## src/rtl/fpu_issue_queue_if.sv

```systemverilog
// Core-to-FPU issue bundle: instruction handshake in, FIFO head out, plus flush and occupancy.
// Latency/backpressure live in the queue; this only groups the signals.
// master = core/FPU environment side, slave = the issue queue.
interface fpu_issue_queue_if #(
  parameter int DEPTH      = 4,
  parameter int X_ID_WIDTH = 4
);
  localparam int CNT_W = $clog2(DEPTH + 1);

  logic                  flush;
  logic                  issue_valid;
  logic                  issue_ready;
  logic [31:0]           issue_instr;
  logic [X_ID_WIDTH-1:0] issue_id;
  logic                  issue_accept;
  logic                  fpu_full;
  logic                  fpu_enable;
  logic [31:0]           fpu_instruction;
  logic [X_ID_WIDTH-1:0] fpu_id;
  logic [CNT_W-1:0]      count;

  modport master (
    output flush, issue_valid, issue_instr, issue_id, fpu_full,
    input  issue_ready, issue_accept, fpu_enable, fpu_instruction, fpu_id, count
  );

  modport slave (
    input  flush, issue_valid, issue_instr, issue_id, fpu_full,
    output issue_ready, issue_accept, fpu_enable, fpu_instruction, fpu_id, count
  );
endinterface

```

## src/rtl/fpu_issue_queue.sv

```systemverilog
// DEPTH-entry FIFO of decoded single-precision FP instructions feeding the FPU.
// Latency: push at edge N, earliest delivery at edge N+1 (no bypass).
// Backpressure: issue_ready drops when full or flushing; fpu_full freezes the head.
module fpu_issue_queue #(
  parameter int DEPTH      = 4,
  parameter int X_ID_WIDTH = 4
) (
  input  logic             ck,
  input  logic             rst,
  fpu_issue_queue_if.slave q
);
  localparam int PTR_W = $clog2(DEPTH);
  localparam int CNT_W = $clog2(DEPTH + 1);

  logic [31:0]           instrMem [DEPTH];
  logic [X_ID_WIDTH-1:0] idMem    [DEPTH];
  logic [PTR_W-1:0]      wrPtr;
  logic [PTR_W-1:0]      rdPtr;
  logic [CNT_W-1:0]      occ;

  logic [6:0] opc;
  logic [2:0] funct3;
  logic [1:0] fmt;
  logic       legalOp;
  logic       dupId;
  logic       headVld;
  logic       doPush;
  logic       doPop;

  assign opc    = q.issue_instr[6:0];
  assign funct3 = q.issue_instr[14:12];
  assign fmt    = q.issue_instr[26:25];

  // Loads/stores qualify on width (funct3), arithmetic on the fmt field (single precision).
  always_comb begin
    legalOp = 1'b0;
    case (opc)
      7'b0000111, 7'b0100111:
        legalOp = (funct3 == 3'b010);
      7'b1000011, 7'b1000111, 7'b1001011, 7'b1001111, 7'b1010011:
        legalOp = (fmt == 2'b00);
      default:
        legalOp = 1'b0;
    endcase
  end

  // A slot is live when its distance from the read pointer is below the occupancy;
  // an entry popping this cycle is still live here.
  always_comb begin
    dupId = 1'b0;
    for (int k = 0; k < DEPTH; k++) begin
      if ((CNT_W'(PTR_W'(PTR_W'(k) - rdPtr)) < occ) && (idMem[k] == q.issue_id))
        dupId = 1'b1;
    end
  end

  assign headVld           = (occ != '0);
  assign q.issue_ready     = rst && !q.flush && (occ < CNT_W'(DEPTH));
  assign q.issue_accept    = legalOp && !dupId;
  assign q.fpu_enable      = headVld && !q.fpu_full && !q.flush;
  assign q.fpu_instruction = headVld ? instrMem[rdPtr] : '0;
  assign q.fpu_id          = headVld ? idMem[rdPtr] : '0;
  assign q.count           = occ;

  assign doPush = q.issue_valid && q.issue_ready && q.issue_accept;
  assign doPop  = q.fpu_enable;

  always_ff @(posedge ck) begin
    if (!rst || q.flush) begin
      wrPtr <= '0;
      rdPtr <= '0;
      occ   <= '0;
    end else begin
      if (doPush)
        wrPtr <= wrPtr + PTR_W'(1);
      if (doPop)
        rdPtr <= rdPtr + PTR_W'(1);
      case ({doPush, doPop})
        2'b10:   occ <= occ + CNT_W'(1);
        2'b01:   occ <= occ - CNT_W'(1);
        default: occ <= occ;
      endcase
    end
  end

  // Payload storage needs no reset: occupancy gates every read of it.
  always_ff @(posedge ck) begin
    if (doPush) begin
      instrMem[wrPtr] <= q.issue_instr;
      idMem[wrPtr]    <= q.issue_id;
    end
  end
endmodule
```

## src/flat_wrapper.sv

```systemverilog
// flat-port wrapper written by rule: the top's interface ports become plain ports
module fpu_issue_queue_flat 
#(
  parameter int DEPTH      = 4,
  parameter int X_ID_WIDTH = 4
)
  (ck, rst, q_flush, q_issue_valid, q_issue_instr, q_issue_id, q_fpu_full, q_issue_ready, q_issue_accept, q_fpu_enable, q_fpu_instruction, q_fpu_id, q_count);
  fpu_issue_queue_if #(.DEPTH(DEPTH), .X_ID_WIDTH(X_ID_WIDTH)) q_i ();
  input  logic ck;
  input  logic rst;
  input wire logic [$bits(q_i.flush)-1:0] q_flush;
  input wire logic [$bits(q_i.issue_valid)-1:0] q_issue_valid;
  input wire logic [$bits(q_i.issue_instr)-1:0] q_issue_instr;
  input wire logic [$bits(q_i.issue_id)-1:0] q_issue_id;
  input wire logic [$bits(q_i.fpu_full)-1:0] q_fpu_full;
  output wire logic [$bits(q_i.issue_ready)-1:0] q_issue_ready;
  output wire logic [$bits(q_i.issue_accept)-1:0] q_issue_accept;
  output wire logic [$bits(q_i.fpu_enable)-1:0] q_fpu_enable;
  output wire logic [$bits(q_i.fpu_instruction)-1:0] q_fpu_instruction;
  output wire logic [$bits(q_i.fpu_id)-1:0] q_fpu_id;
  output wire logic [$bits(q_i.count)-1:0] q_count;
  assign q_i.flush = q_flush;
  assign q_i.issue_valid = q_issue_valid;
  assign q_i.issue_instr = q_issue_instr;
  assign q_i.issue_id = q_issue_id;
  assign q_i.fpu_full = q_fpu_full;
  assign q_issue_ready = q_i.issue_ready;
  assign q_issue_accept = q_i.issue_accept;
  assign q_fpu_enable = q_i.fpu_enable;
  assign q_fpu_instruction = q_i.fpu_instruction;
  assign q_fpu_id = q_i.fpu_id;
  assign q_count = q_i.count;
  fpu_issue_queue #(.DEPTH(DEPTH), .X_ID_WIDTH(X_ID_WIDTH)) u_core (.ck(ck), .rst(rst), .q(q_i));
endmodule
```

## config.mk

```make
export PLATFORM = sky130hd
export DESIGN_NAME = fpu_issue_queue_flat
export DESIGN_NICKNAME = d
export VERILOG_FILES = /design/src/rtl/fpu_issue_queue_if.sv /design/src/rtl/fpu_issue_queue.sv /design/src/flat_wrapper.sv
export SDC_FILE = /design/constraint.sdc
export NUM_CORES = 1
export LEC_CHECK = 0
export CORE_MARGIN = 2
export CORE_UTILIZATION = 49
export DETAILED_ROUTE_END_ITERATION = 10
export PLACE_DENSITY = 0.85
export SLEW_MARGIN = 15
export SYNTH_ARGS = -nofsm -noshare
export SYNTH_HDL_FRONTEND = slang
export SYNTH_SLANG_ARGS = --single-unit
```

## constraint.sdc

```tcl
create_clock -name ck -period 3.2 [get_ports ck]
set_input_delay 0.64 -clock ck [delete_from_list [all_inputs] [get_ports ck]]
set_output_delay 0.64 -clock ck [all_outputs]
set_load 0.01 [all_outputs]
```

==> impl_metrics.tcl <==
set metrics [dict create \
    seq_power_share_pct 52.9 \
    p_sw_share_pct 19.6 \
    avgSynthCellArea_um2 18.9 \
    worst_pin_slew_ns 0.462 \
    arrival_ns 2.45 \
    synth_fa_ha_area_share_pct 2.12 \
    grt_overflow 0 \
    numCtsBuffers 17 \
    p_sw_mw 0.810 \
    syn-cell-area_um2 6250 \
    vias 3456 \
    final_cell_mix "edfxtp_1, clkdlybuf4s50_1, nor2b_1" \
    clockBufferDepth 2 \
    gp_congestion 0.813 \
    status "complete, no violations" \
    drtIter0Drc 196 \
    rows 41 \
    final_cells 644 \
    synth_top_area_share_pct 69.2 \
    gr-usage-all-layers_pct 19.6 \
    area_growth_pct 31.1 \
    seqCellArea_um2 4510 \
    start_kind "input pin" \
    cts_tree "built" \
    nets 510 \
    power.share.clock_pct 44.2 \
    syn-num-nets 381 \
    vias_per_cell 5.37 \
    slew_headroom_pct 68.9 \
    worstPathRequired_ns 2.56 \
    p_leak_nw 2.66 \
    die_area_um2 13700 \
    diodes 0 \
    clockRootBuffer "clkbuf_16" \
    synth_top_family_by_area "multiplexers" \
    ir_drop_mv 0.301 \
    drc_errors 0 \
    core-area_um2 12500 \
    ys_warn_count 0 \
    synth_top_cell_by_area "edfxtp_1" \
    grt_pass1_wl_um 19300 \
    drt_wl_total_um 12500 \
    worstSetupPathType "in2out" \
    wl_per_cell_um 19.4 \
    antenna_found_initial 0 \
    portBuffers 82 \
    synth_edf_count 144 \
    synth_area_leaders "edfxtp_1, mux4_2, nor2b_1" \
    p_per_area_nw_per_um2 504 \
    setup_viol 0 \
    slowest_stage "or4b_1" \
    clock_sinks 153 \
    multiInputGateArea_um2 1680 \
    place_ws_ns -0.321 \
    numPlacedInstances 612 \
    yosys.area_share.simple_pct 6.85 \
    final_common_cell "edfxtp_1" \
    finalMaxSlewViolations 0 \
    combPwrFrac_pct 2.8 \
    synth_compound_area_share_pct 1.74 \
    hold_ws_ns 0.534 \
    yosys.area_share.xor_xnor_pct 2.80 \
    drive_above_1_share_pct 24.4 \
    max-cap-violations 0 \
    htree_levels 4 \
    final.fill_count 887 \
    max_freq_mhz 323 \
    period_minus_slack_ns 3.09 \
    worstPathCellList "clkdlybuf4s50_1 > or4b_1 > nor3b_2 > o21ai_2 > nor2_1 > dlygate4sd2_1" \
    finalHoldViolations 0 \
    synth_mux_area_share_pct 13.1 \
    start_util_pct 49.9 \
    io_pins 83 \
    die_w_um 117 \
    postRouteAntennaNets 0 \
    critPathMaxStageDelay_ns 0.60 \
    chipHeight_um 117 \
    syn_inst 330 \
    dpl_cell_area_um2 7640 \
    critPathMaxFanout 3 \
    p_int_mw 3.32 \
    fin_area_um2 8190 \
    async_reset_ff_share_pct 0 \
    finalCritPeriodShare_pct 96.7 \
    grt_max_degree 27 \
    hp-class "reg2reg" \
    skew_ns 0.0103 \
    synth-main-ff-cell "edfxtp_1" \
    rsz0062_at_grt "no" \
    clk_pin_slew_worst_paths_ns 0.06 \
    clk_latency_ns 0.41 \
    synth_seq_cells 153 \
    setup_ws_ns 0.106 \
    firstDrtPassIters 5 \
    synthDistinctLibCells 30 \
    first_global_vias 3632 \
    critPathCaptureType "primary output" \
    ys_seq_area_share_pct 72.1 \
    hpwl_um 8200 \
]
[through the flow]
step / TNS (ns) / power (mW) / utilization, %
5_1_grt: 0 / 4.26 / 65.5
3_5_place_dp: -0.572 / 2.34 / 61.0
2_1_floorplan: 0 / 2.25 / -
3_3_place_gp: -0.484 / 2.34 / 61.0
6_report: 0 / 4.13 / 65.5
4_1_cts: 0 / 4.16 / 65.4
[cell type report]
type                            count  share of cell area, %
Timing Repair Buffer              122                   14.8
Inverter                            8                  0.366
Multi-Input combinational cell    157                   20.5
Tap cell                          172                   2.63
Clock inverter                     15                   1.50
Sequential cell                   153                   55.0
Clock buffer                       17                   5.19
[Yosys cell counts (all sizes together), types with 3 or more instances]
cell type  number
and2            4
xor2           18
nor4            4
buf             4
nor3            3
nand2           7
ha              9
dfxtp           9
clkbuf          8
nor2            6
mux4           36
o21ai           7
nor2b          37
a21oi           9
inv             8
edfxtp        144
nand3           3
[worst paths after layout]
path / from / to / slack (ns) / depth (start not counted)
max reg2reg: u_core.rdPtr[0]$_SDFFE_PP0P_ / u_core.q.count[2]$_SDFFE_PP0P_ / 0.34 / 14
min: u_core.wrPtr[1]$_SDFFE_PP0P_ / u_core.wrPtr[1]$_SDFFE_PP0P_ / 0.53 / 2
max: q_issue_instr[6] / q_issue_accept / 0.11 / 6
min reg2reg: u_core.wrPtr[1]$_SDFFE_PP0P_ / u_core.wrPtr[1]$_SDFFE_PP0P_ / 0.53 / 2
[critical path: cells and delay by family]
family / cells / cell delay (ns)
AO/OA/AOI/OAI: 1 / 0.14
AND/OR/NAND/NOR: 3 / 0.96
buffers and inverters: 2 / 0.71
[per-layer routing]
| layer | wire length (µm) | track usage, % | part of all wire, % |
|---|---|---|---|
| met1 | 5170 | 24.7 | 41 |
| met2 | 6470 | 33.2 | 52 |
| met3 | 708 | 5.87 | 5.7 |
| met4 | 125 | 5.80 | 1.0 |
| met5 | 0 | 0 | 0 |
[what timing repair did]
item                       4_1_cts  5_1_grt
setup buffers                    0        0
setup endpoints to repair        1        2
hold buffers                     0        0
gates resized for setup          2        3
pin swaps                        1        0
[flip-flops by register name, summed over array words and instances, names as in the netlist, named ones only]
name	count
u_core.wrPtr	2
u_core.rdPtr	2
u_core.idMem	16
u_core.q.count	3
u_core.instrMem	128
[logic make-up (layout without fill, tap and decap cells)]
group | count (synthesis) | in the layout
buffers and inverters | 20 | 162
DFF | 153 | 153
and+or+nand+nor | 71 | 71
adders and majority gates | 10 | 10
AOI/OAI and AO/OA | 19 | 19
xor gates and xnor gates | 20 | 20
muxes | 37 | 37
[power by group through the flow]
stage	clock network (mW)	logic [mW]	registers [mW]
2_1_floorplan	0	0.0164	2.23
3_3_place_gp	0	0.110	2.23
3_5_place_dp	0	0.115	2.23
4_1_cts	1.86	0.116	2.19
5_1_grt	1.95	0.125	2.19
6_report	1.83	0.116	2.19
Note: power is estimated with default switching activity, not from simulation.
